## config.mk

```make
export PLATFORM = sky130hd
export DESIGN_NAME = dac_mixer
export DESIGN_NICKNAME = d
export VERILOG_FILES = /design/src/rtl/dac_mixer_pkg.sv /design/src/rtl/dac_mixer_fifo.sv /design/src/rtl/dac_mixer.sv
export SDC_FILE = /design/constraint.sdc
export NUM_CORES = 1
export LEC_CHECK = 0
export ABC_AREA = 1
export CORE_ASPECT_RATIO = 0.9
export CORE_MARGIN = 3
export CORE_UTILIZATION = 65
export CTS_BUF_LIST = sky130_fd_sc_hd__clkbuf_4 sky130_fd_sc_hd__clkbuf_8
export DETAILED_ROUTE_END_ITERATION = 7
export PLACE_DENSITY = 0.82
export SLEW_MARGIN = 20
export SYNTH_ARGS = -nofsm -noshare
export SYNTH_HDL_FRONTEND = slang
export SYNTH_SLANG_ARGS = --single-unit
```

## constraint.sdc

```tcl
create_clock -name clk -period 5.4 [get_ports clk]
set_input_delay 0.81 -clock clk [delete_from_list [all_inputs] [get_ports clk]]
set_output_delay 0.81 -clock clk [all_outputs]
set_load 0.03 [all_outputs]
```

## src/rtl/dac_mixer_pkg.sv

```systemverilog
// Shared mixer types, default sizes and the saturation helper used by every mix point.
package dac_mixer_pkg;

   localparam int unsigned DAC_MIXER_CHANNELS = 9;
   localparam int unsigned DAC_GAIN_WIDTH     = 8;
   localparam int unsigned DAC_GAIN_UNITY     = 1 << (DAC_GAIN_WIDTH - 1);
   localparam int unsigned DAC_FIFO_DEPTH     = 4;
   localparam int unsigned DAC_WIDTH          = 24;

   typedef struct packed {
      logic signed [DAC_WIDTH-1:0] l;
      logic signed [DAC_WIDTH-1:0] r;
   } stereo_sample_t;

   // Clamp a wide signed value into a signed range of the given width.
   function automatic logic signed [63:0] saturate(input logic signed [63:0] val,
                                                   input int unsigned        width);
      logic signed [63:0] hi;
      logic signed [63:0] lo;
      hi = (64'sd1 <<< (width - 1)) - 64'sd1;
      lo = -hi - 64'sd1;
      if (val > hi) begin
         return hi;
      end else if (val < lo) begin
         return lo;
      end
      return val;
   endfunction

endpackage

```

## src/rtl/dac_mixer_fifo.sv

```systemverilog
// Single-clock show-ahead FIFO; a pop frees the slot for a push in the same cycle.
module dac_mixer_fifo
   import dac_mixer_pkg::*;
#(
   parameter int unsigned Depth    = DAC_FIFO_DEPTH,
   parameter type         sample_t = stereo_sample_t
) (
   input  logic    clk_i,
   input  logic    rst_ni,
   input  logic    push_i,
   input  sample_t wdata_i,
   output logic    full_o,
   input  logic    pop_i,
   output sample_t rdata_o,
   output logic    empty_o
);

   localparam int unsigned Aw = $clog2(Depth);

   sample_t       mem_q [Depth];
   logic [Aw:0]   wr_ptr_q, wr_ptr_d;
   logic [Aw:0]   rd_ptr_q, rd_ptr_d;
   logic          do_push, do_pop;

   assign empty_o = (wr_ptr_q == rd_ptr_q);
   assign full_o  = (wr_ptr_q[Aw] != rd_ptr_q[Aw]) &&
                    (wr_ptr_q[Aw-1:0] == rd_ptr_q[Aw-1:0]);
   assign do_pop  = pop_i && !empty_o;
   assign do_push = push_i && (!full_o || do_pop);
   assign rdata_o = mem_q[rd_ptr_q[Aw-1:0]];

   always_comb begin
      wr_ptr_d = wr_ptr_q;
      rd_ptr_d = rd_ptr_q;
      if (do_push) wr_ptr_d = wr_ptr_q + 1'b1;
      if (do_pop)  rd_ptr_d = rd_ptr_q + 1'b1;
   end

   always_ff @(posedge clk_i or negedge rst_ni) begin
      if (!rst_ni) begin
         wr_ptr_q <= '0;
         rd_ptr_q <= '0;
      end else begin
         wr_ptr_q <= wr_ptr_d;
         rd_ptr_q <= rd_ptr_d;
      end
   end

   always_ff @(posedge clk_i) begin
      if (do_push) mem_q[wr_ptr_q[Aw-1:0]] <= wdata_i;
   end

endmodule

```

## src/rtl/dac_mixer.sv

```systemverilog
// Stereo DAC mixer: per-slot L/R gain, per-frame accumulation, saturation and a frame FIFO.
module dac_mixer
   import dac_mixer_pkg::*;
#(
   parameter int unsigned NUM_CHANNELS     = DAC_MIXER_CHANNELS,
   parameter int unsigned SAMPLE_WIDTH     = 16,
   parameter int unsigned GAIN_WIDTH       = DAC_GAIN_WIDTH,
   parameter int unsigned DAC_OUTPUT_WIDTH = DAC_WIDTH,
   parameter int unsigned DAC_LEFT_SHIFT   = 4,
   parameter int unsigned FIFO_DEPTH       = DAC_FIFO_DEPTH
) (
   input  logic                               clk,
   input  logic                               reset_n,
   input  logic                               channel_valid,
   input  logic [$clog2(NUM_CHANNELS)-1:0]    channel_idx,
   input  logic signed [SAMPLE_WIDTH-1:0]     channel_sample,
   input  logic                               frame_end,
   input  logic                               cfg_wr,
   input  logic [$clog2(NUM_CHANNELS)-1:0]    cfg_idx,
   input  logic [GAIN_WIDTH-1:0]              cfg_gain_l,
   input  logic [GAIN_WIDTH-1:0]              cfg_gain_r,
   output logic                               sample_valid,
   input  logic                               sample_ready,
   output logic signed [DAC_OUTPUT_WIDTH-1:0] sample_l,
   output logic signed [DAC_OUTPUT_WIDTH-1:0] sample_r,
   output logic                               clip,
   output logic                               overrun,
   input  logic                               status_clr
);

   localparam int unsigned IdxW  = $clog2(NUM_CHANNELS);
   localparam int unsigned AccW  = SAMPLE_WIDTH + 2 + IdxW;
   localparam int unsigned ProdW = SAMPLE_WIDTH + GAIN_WIDTH + 1;
   localparam logic [GAIN_WIDTH-1:0] GainUnity = {1'b1, {(GAIN_WIDTH-1){1'b0}}};

   typedef struct packed {
      logic signed [DAC_OUTPUT_WIDTH-1:0] l;
      logic signed [DAC_OUTPUT_WIDTH-1:0] r;
   } frame_t;

   logic [GAIN_WIDTH-1:0]  gain_l_q [NUM_CHANNELS];
   logic [GAIN_WIDTH-1:0]  gain_r_q [NUM_CHANNELS];
   logic [GAIN_WIDTH-1:0]  g_l, g_r;
   logic signed [ProdW-1:0] full_l, full_r;
   logic signed [AccW-1:0] prod_l_d, prod_r_d, prod_l_q, prod_r_q;
   logic signed [AccW-1:0] sum_l_d, sum_r_d, sum_l_q, sum_r_q;
   logic signed [AccW-1:0] acc_l_d, acc_r_d, acc_l_q, acc_r_q;
   logic signed [63:0]     wide_l, wide_r, sat_l, sat_r;
   logic                   valid1_q, fe1_q, fe2_q, push_q, clip3_q, clip_any;
   logic                   clip_q, clip_d, overrun_q, overrun_d;
   logic                   fifo_full, fifo_empty;
   frame_t                 frame_d, frame_q, head, last_q;

   // Gains are read combinationally before the edge that writes them: old gain wins.
   always_ff @(posedge clk or negedge reset_n) begin
      if (!reset_n) begin
         for (int i = 0; i < int'(NUM_CHANNELS); i++) begin
            gain_l_q[i] <= GainUnity;
            gain_r_q[i] <= GainUnity;
         end
      end else if (cfg_wr && (32'(cfg_idx) < NUM_CHANNELS)) begin
         gain_l_q[cfg_idx] <= cfg_gain_l;
         gain_r_q[cfg_idx] <= cfg_gain_r;
      end
   end

   always_comb begin
      g_l = '0;
      g_r = '0;
      if (32'(channel_idx) < NUM_CHANNELS) begin
         g_l = gain_l_q[channel_idx];
         g_r = gain_r_q[channel_idx];
      end
      full_l   = ProdW'(channel_sample) * ProdW'($signed({1'b0, g_l}));
      full_r   = ProdW'(channel_sample) * ProdW'($signed({1'b0, g_r}));
      prod_l_d = AccW'(full_l >>> (GAIN_WIDTH - 1));
      prod_r_d = AccW'(full_r >>> (GAIN_WIDTH - 1));
   end

   always_comb begin
      sum_l_d = acc_l_q + (valid1_q ? prod_l_q : '0);
      sum_r_d = acc_r_q + (valid1_q ? prod_r_q : '0);
      acc_l_d = fe1_q ? '0 : sum_l_d;
      acc_r_d = fe1_q ? '0 : sum_r_d;
   end

   always_comb begin
      wide_l    = 64'(sum_l_q) <<< DAC_LEFT_SHIFT;
      wide_r    = 64'(sum_r_q) <<< DAC_LEFT_SHIFT;
      sat_l     = saturate(wide_l, DAC_OUTPUT_WIDTH);
      sat_r     = saturate(wide_r, DAC_OUTPUT_WIDTH);
      clip_any  = (sat_l != wide_l) || (sat_r != wide_r);
      frame_d.l = DAC_OUTPUT_WIDTH'(sat_l);
      frame_d.r = DAC_OUTPUT_WIDTH'(sat_r);
   end

   // Sets take priority over a coincident clear.
   always_comb begin
      clip_d    = (clip_q && !status_clr) || clip3_q;
      overrun_d = (overrun_q && !status_clr) || (push_q && fifo_full && !sample_ready);
   end

   always_ff @(posedge clk or negedge reset_n) begin
      if (!reset_n) begin
         valid1_q  <= 1'b0;
         fe1_q     <= 1'b0;
         prod_l_q  <= '0;
         prod_r_q  <= '0;
         acc_l_q   <= '0;
         acc_r_q   <= '0;
         fe2_q     <= 1'b0;
         sum_l_q   <= '0;
         sum_r_q   <= '0;
         push_q    <= 1'b0;
         clip3_q   <= 1'b0;
         frame_q   <= '0;
         last_q    <= '0;
         clip_q    <= 1'b0;
         overrun_q <= 1'b0;
      end else begin
         valid1_q  <= channel_valid;
         fe1_q     <= frame_end;
         prod_l_q  <= prod_l_d;
         prod_r_q  <= prod_r_d;
         acc_l_q   <= acc_l_d;
         acc_r_q   <= acc_r_d;
         fe2_q     <= fe1_q;
         if (fe1_q) begin
            sum_l_q <= sum_l_d;
            sum_r_q <= sum_r_d;
         end
         push_q    <= fe2_q;
         clip3_q   <= fe2_q && clip_any;
         if (fe2_q) frame_q <= frame_d;
         if (sample_valid && sample_ready) last_q <= head;
         clip_q    <= clip_d;
         overrun_q <= overrun_d;
      end
   end

   dac_mixer_fifo #(
      .Depth    (FIFO_DEPTH),
      .sample_t (frame_t)
   ) u_fifo (
      .clk_i   (clk),
      .rst_ni  (reset_n),
      .push_i  (push_q),
      .wdata_i (frame_q),
      .full_o  (fifo_full),
      .pop_i   (sample_ready),
      .rdata_o (head),
      .empty_o (fifo_empty)
   );

   // An empty FIFO keeps presenting the last frame the consumer took.
   assign sample_valid = !fifo_empty;
   assign sample_l     = fifo_empty ? last_q.l : head.l;
   assign sample_r     = fifo_empty ? last_q.r : head.r;
   assign clip         = clip_q;
   assign overrun      = overrun_q;

endmodule

```

==> impl_metrics.env <==
export IMPL_power_per_cell_area_nw_per_um2=546.4
export IMPL_pin_count=98
export IMPL_peakVddDrop_v=0.0005260
export IMPL_tightestPinTransition_ns=1.137
export IMPL_end_kind="register"
export IMPL_startpoint_type="input port"
export IMPL_root_buffer="clkbuf_8"
export IMPL_rows=77
export IMPL_place_gp_congestion=0.9766
export IMPL_io_buffers=97
export IMPL_grt_pass1_vias=26120
export IMPL_n_antenna_cell=0
export IMPL_initial_core_util=0.6602
export IMPL_final_hold_violation_count=0
export IMPL_cp_arrival_ns=5.75
export IMPL_cp_slowest_cell="fa_1"
export IMPL_yosysTopAreaCellShare=0.2672
export IMPL_synthFlopType="dfrtp_1"
export IMPL_worstRegToRegCells=22
export IMPL_syn_nets=4039
export IMPL_die_w_microns=241.7
export IMPL_clkTransAtPathRegs_ns=0.07
export IMPL_drv_slew=0
export IMPL_vias=26140
export IMPL_synth_warnings=0
export IMPL_wire_per_inst_microns=16.84
export IMPL_grt_usage=0.2989
export IMPL_maxCapViolCount=0
export IMPL_drc=0
export IMPL_max_freq_ghz=0.1912
export IMPL_h_tree_depth=3
export IMPL_drt_initial_drc_count=2236
export IMPL_antenna_left=0
export IMPL_drive_above_1_share=0.1277
export IMPL_cts_tree="built"
export IMPL_die_area_sq_um=52730
export IMPL_fin_ws_ns=0.1686
export IMPL_synth_seq_cells=533
export IMPL_period_needed_ns=5.231
export IMPL_cp_max_fo=12
export IMPL_cp_top_family="adder cells"
export IMPL_final_cell_mix="736 x nand2_1, 472 x inv_1, 429 x o21ai_0, 405 x nor2_1, 345 x dfrtp_1"
export IMPL_fin_util=0.7672
export IMPL_power_leakage_nw=18.15
export IMPL_critPathBufInv=6
export IMPL_setup_viol_count_final=0
export IMPL_final_common_cell="nand2_1"
export IMPL_clk_path_buf_depth=3
export IMPL_hpwl_mm=54.74
export IMPL_wirelength_mm=78.60
export IMPL_worst_path_most_repeated_cell="fa_1"
export IMPL_grt_pass1_wl_mm=128.6
export IMPL_final_period_utilization=0.9688
export IMPL_path_cells="clkdlybuf4s50_1 > buf_12 > buf_4 > or3_1 > nand2_2 > buf_4 > nor2_1 > fa_1 > fa_1 > fa_1 > inv_1 > fa_1 > inv_1 > ha_1 > a21oi_2 > nor2_1 > nor2_1 > o21ai_0 > a21oi_1 > o21ai_1 > xor2_1"
export IMPL_core_area_sq_um=49230
export IMPL_hold_buffers=0
export IMPL_syn_avg_cell_area_sq_um=8.922
export IMPL_grt_max_degree=191
export IMPL_netlist_instances=3643
export IMPL_insertion_delay_ns=0.67
export IMPL_antenna_found_initial=1
export IMPL_clock_sinks=533
export IMPL_nets=4326
export IMPL_grt_ovfl_total=0
export IMPL_syn2layout_area_growth_pct=16.21
export IMPL_critPathKind="input port to register"
export IMPL_r2r_slack_ns=0.36
export IMPL_synth_edf_count=168
export IMPL_finalSetupTns_ns=0
export IMPL_yosysSeqAreaShare=0.4369
export IMPL_cts_buffers=82
export IMPL_synth_area_top_cells="dfrtp_1 27%, edfxtp_1 16%, fa_1 13%, nand2_1 8.6%, o21ai_0 6.7%"
export IMPL_die_y_microns=218.1
export IMPL_async_flop_share=0.6848
export IMPL_drt_first_pass_iters=5
export IMPL_crit_required_ns=5.92
export IMPL_max_stage_delay_ns=0.52
export IMPL_outcome="completed"
export IMPL_viasPerCell=5.602
export IMPL_skew_ns=0.04944
export IMPL_regToRegEndpoint="prod_r_q[16]"
export IMPL_grt_setup_unrepaired="true"
export IMPL_ys_types=51
export IMPL_timing_rr_start="gain_r_q[42]"
export IMPL_slew_headroom=0.2420
export IMPL_post_place_ws_ns=-0.8173
export IMPL_min_delay_path_class="input port to async pin"
export IMPL_synth_top_area_cell="dfrtp_1"
export IMPL_synth_area_sq_um=32500
[what timing repair did]
action / CTS / global route
resized for setup: 15 / 42
buffers inserted: 1 / 5
pin swaps: 2 / 6
cloned: 0 / 3
endpoints found under the setup margin: 13 / 21
[layout make-up]
class / instances / area [sq um]
Clock inverter: 20 / 182.7
Inverter: 499 / 1897
Tap cell: 671 / 839.6
Clock buffer: 129 / 1563
Multi-Input combinational cell: 2456 / 15910
Fill cell: 3384 / 11460
Sequential cell: 533 / 14200
Timing Repair Buffer: 357 / 3167
Timing Repair inverter: 1 / 5.005
[Yosys cell counts, types with 6 or more instances]
library cell,n
nand3_2,6
inv_2,8
o21ai_0,432
or3_1,7
o21bai_1,10
buf_4,11
nor2_1,413
xnor2_1,31
fa_1,204
nand3_1,75
inv_1,478
nor4_1,16
dfrtp_1,347
a21oi_1,154
nand2_2,12
o22ai_1,43
clkinv_1,10
buf_1,13
a31oi_1,7
a221oi_1,23
nor3_1,20
o211ai_1,9
dfstp_2,18
edfxtp_1,168
o21a_1,6
nand2_1,745
nand4_1,11
clkbuf_1,96
buf_2,30
xor2_1,53
ha_1,145
[metal layers]
| layer | vias up | GRT usage | wire, microns |
|---|---|---|---|
| met4 | 2 | 0.1008 | 1988 |
| met3 | 184 | 0.05055 | 6361 |
| li1 | 12320 | - | - |
| met1 | 12540 | 0.4114 | 33300 |
| met2 | 1098 | 0.4904 | 36930 |
| met5 | - | 0 | 13 |
[report_power, final]
part	internal, W	total [W]	switching, W	leakage (nW)
Combinational	0.00422	0.0106	0.00634	11.2
Sequential	0.00578	0.00656	0.000779	6.07
Clock	0.00195	0.00352	0.00157	0.930
[flip-flops by register name, indices dropped and copies added (netlist names), 3 cells and up]
name	count
last_q	42
u_fifo.rd_ptr_q	3
sum_l_q	22
acc_l_q	22
prod_r_q	18
acc_r_q	22
u_fifo.wr_ptr_q	3
sum_r_q	22
prod_l_q	18
frame_q	42
u_fifo.mem_q	168
gain_l_q	72
gain_r_q	72
[worst max-delay path by stage]
stage                     cells after the start            to      startpoint
after CTS                                    25  prod_r_q[16]  channel_idx[1]
final                                        21  prod_l_q[14]  channel_idx[3]
after global placement                       23  prod_r_q[15]  channel_idx[1]
after global routing                         24  prod_r_q[17]  channel_idx[0]
after floorplan                              23  prod_r_q[14]  channel_idx[2]
after detailed placement                     23  prod_r_q[15]  channel_idx[1]
[logic make-up (layout without fill, tap and decap cells)]
logic type / Yosys count / count (layout) / share of synthesized area
AOI/OAI and AO/OA: 710 / 710 / 0.1187
xor gates and xnor gates: 84 / 84 / 0.02264
adders and majority gates: 349 / 349 / 0.1815
buffers and inverters: 654 / 1006 / 0.07926
DFF: 533 / 533 / 0.4369
and+or+nand+nor: 1313 / 1313 / 0.1610
[stage by stage]
| step | instances | area, sq um | hold slack, ns | total power (W) |
|---|---|---|---|---|
| after floorplan | 3643 | 32520 | 0.3519 | 0.01307 |
| after global placement | 4508 | 35770 | 0.4487 | 0.01658 |
| after detailed placement | 4508 | 35770 | 0.4518 | 0.01693 |
| after CTS | 4658 | 37560 | 0.04442 | 0.02056 |
| after global routing | 4666 | 37770 | 0.07025 | 0.02223 |
| final | 4666 | 37770 | 0.06412 | 0.02064 |
Power figures use the tool's default switching activity.
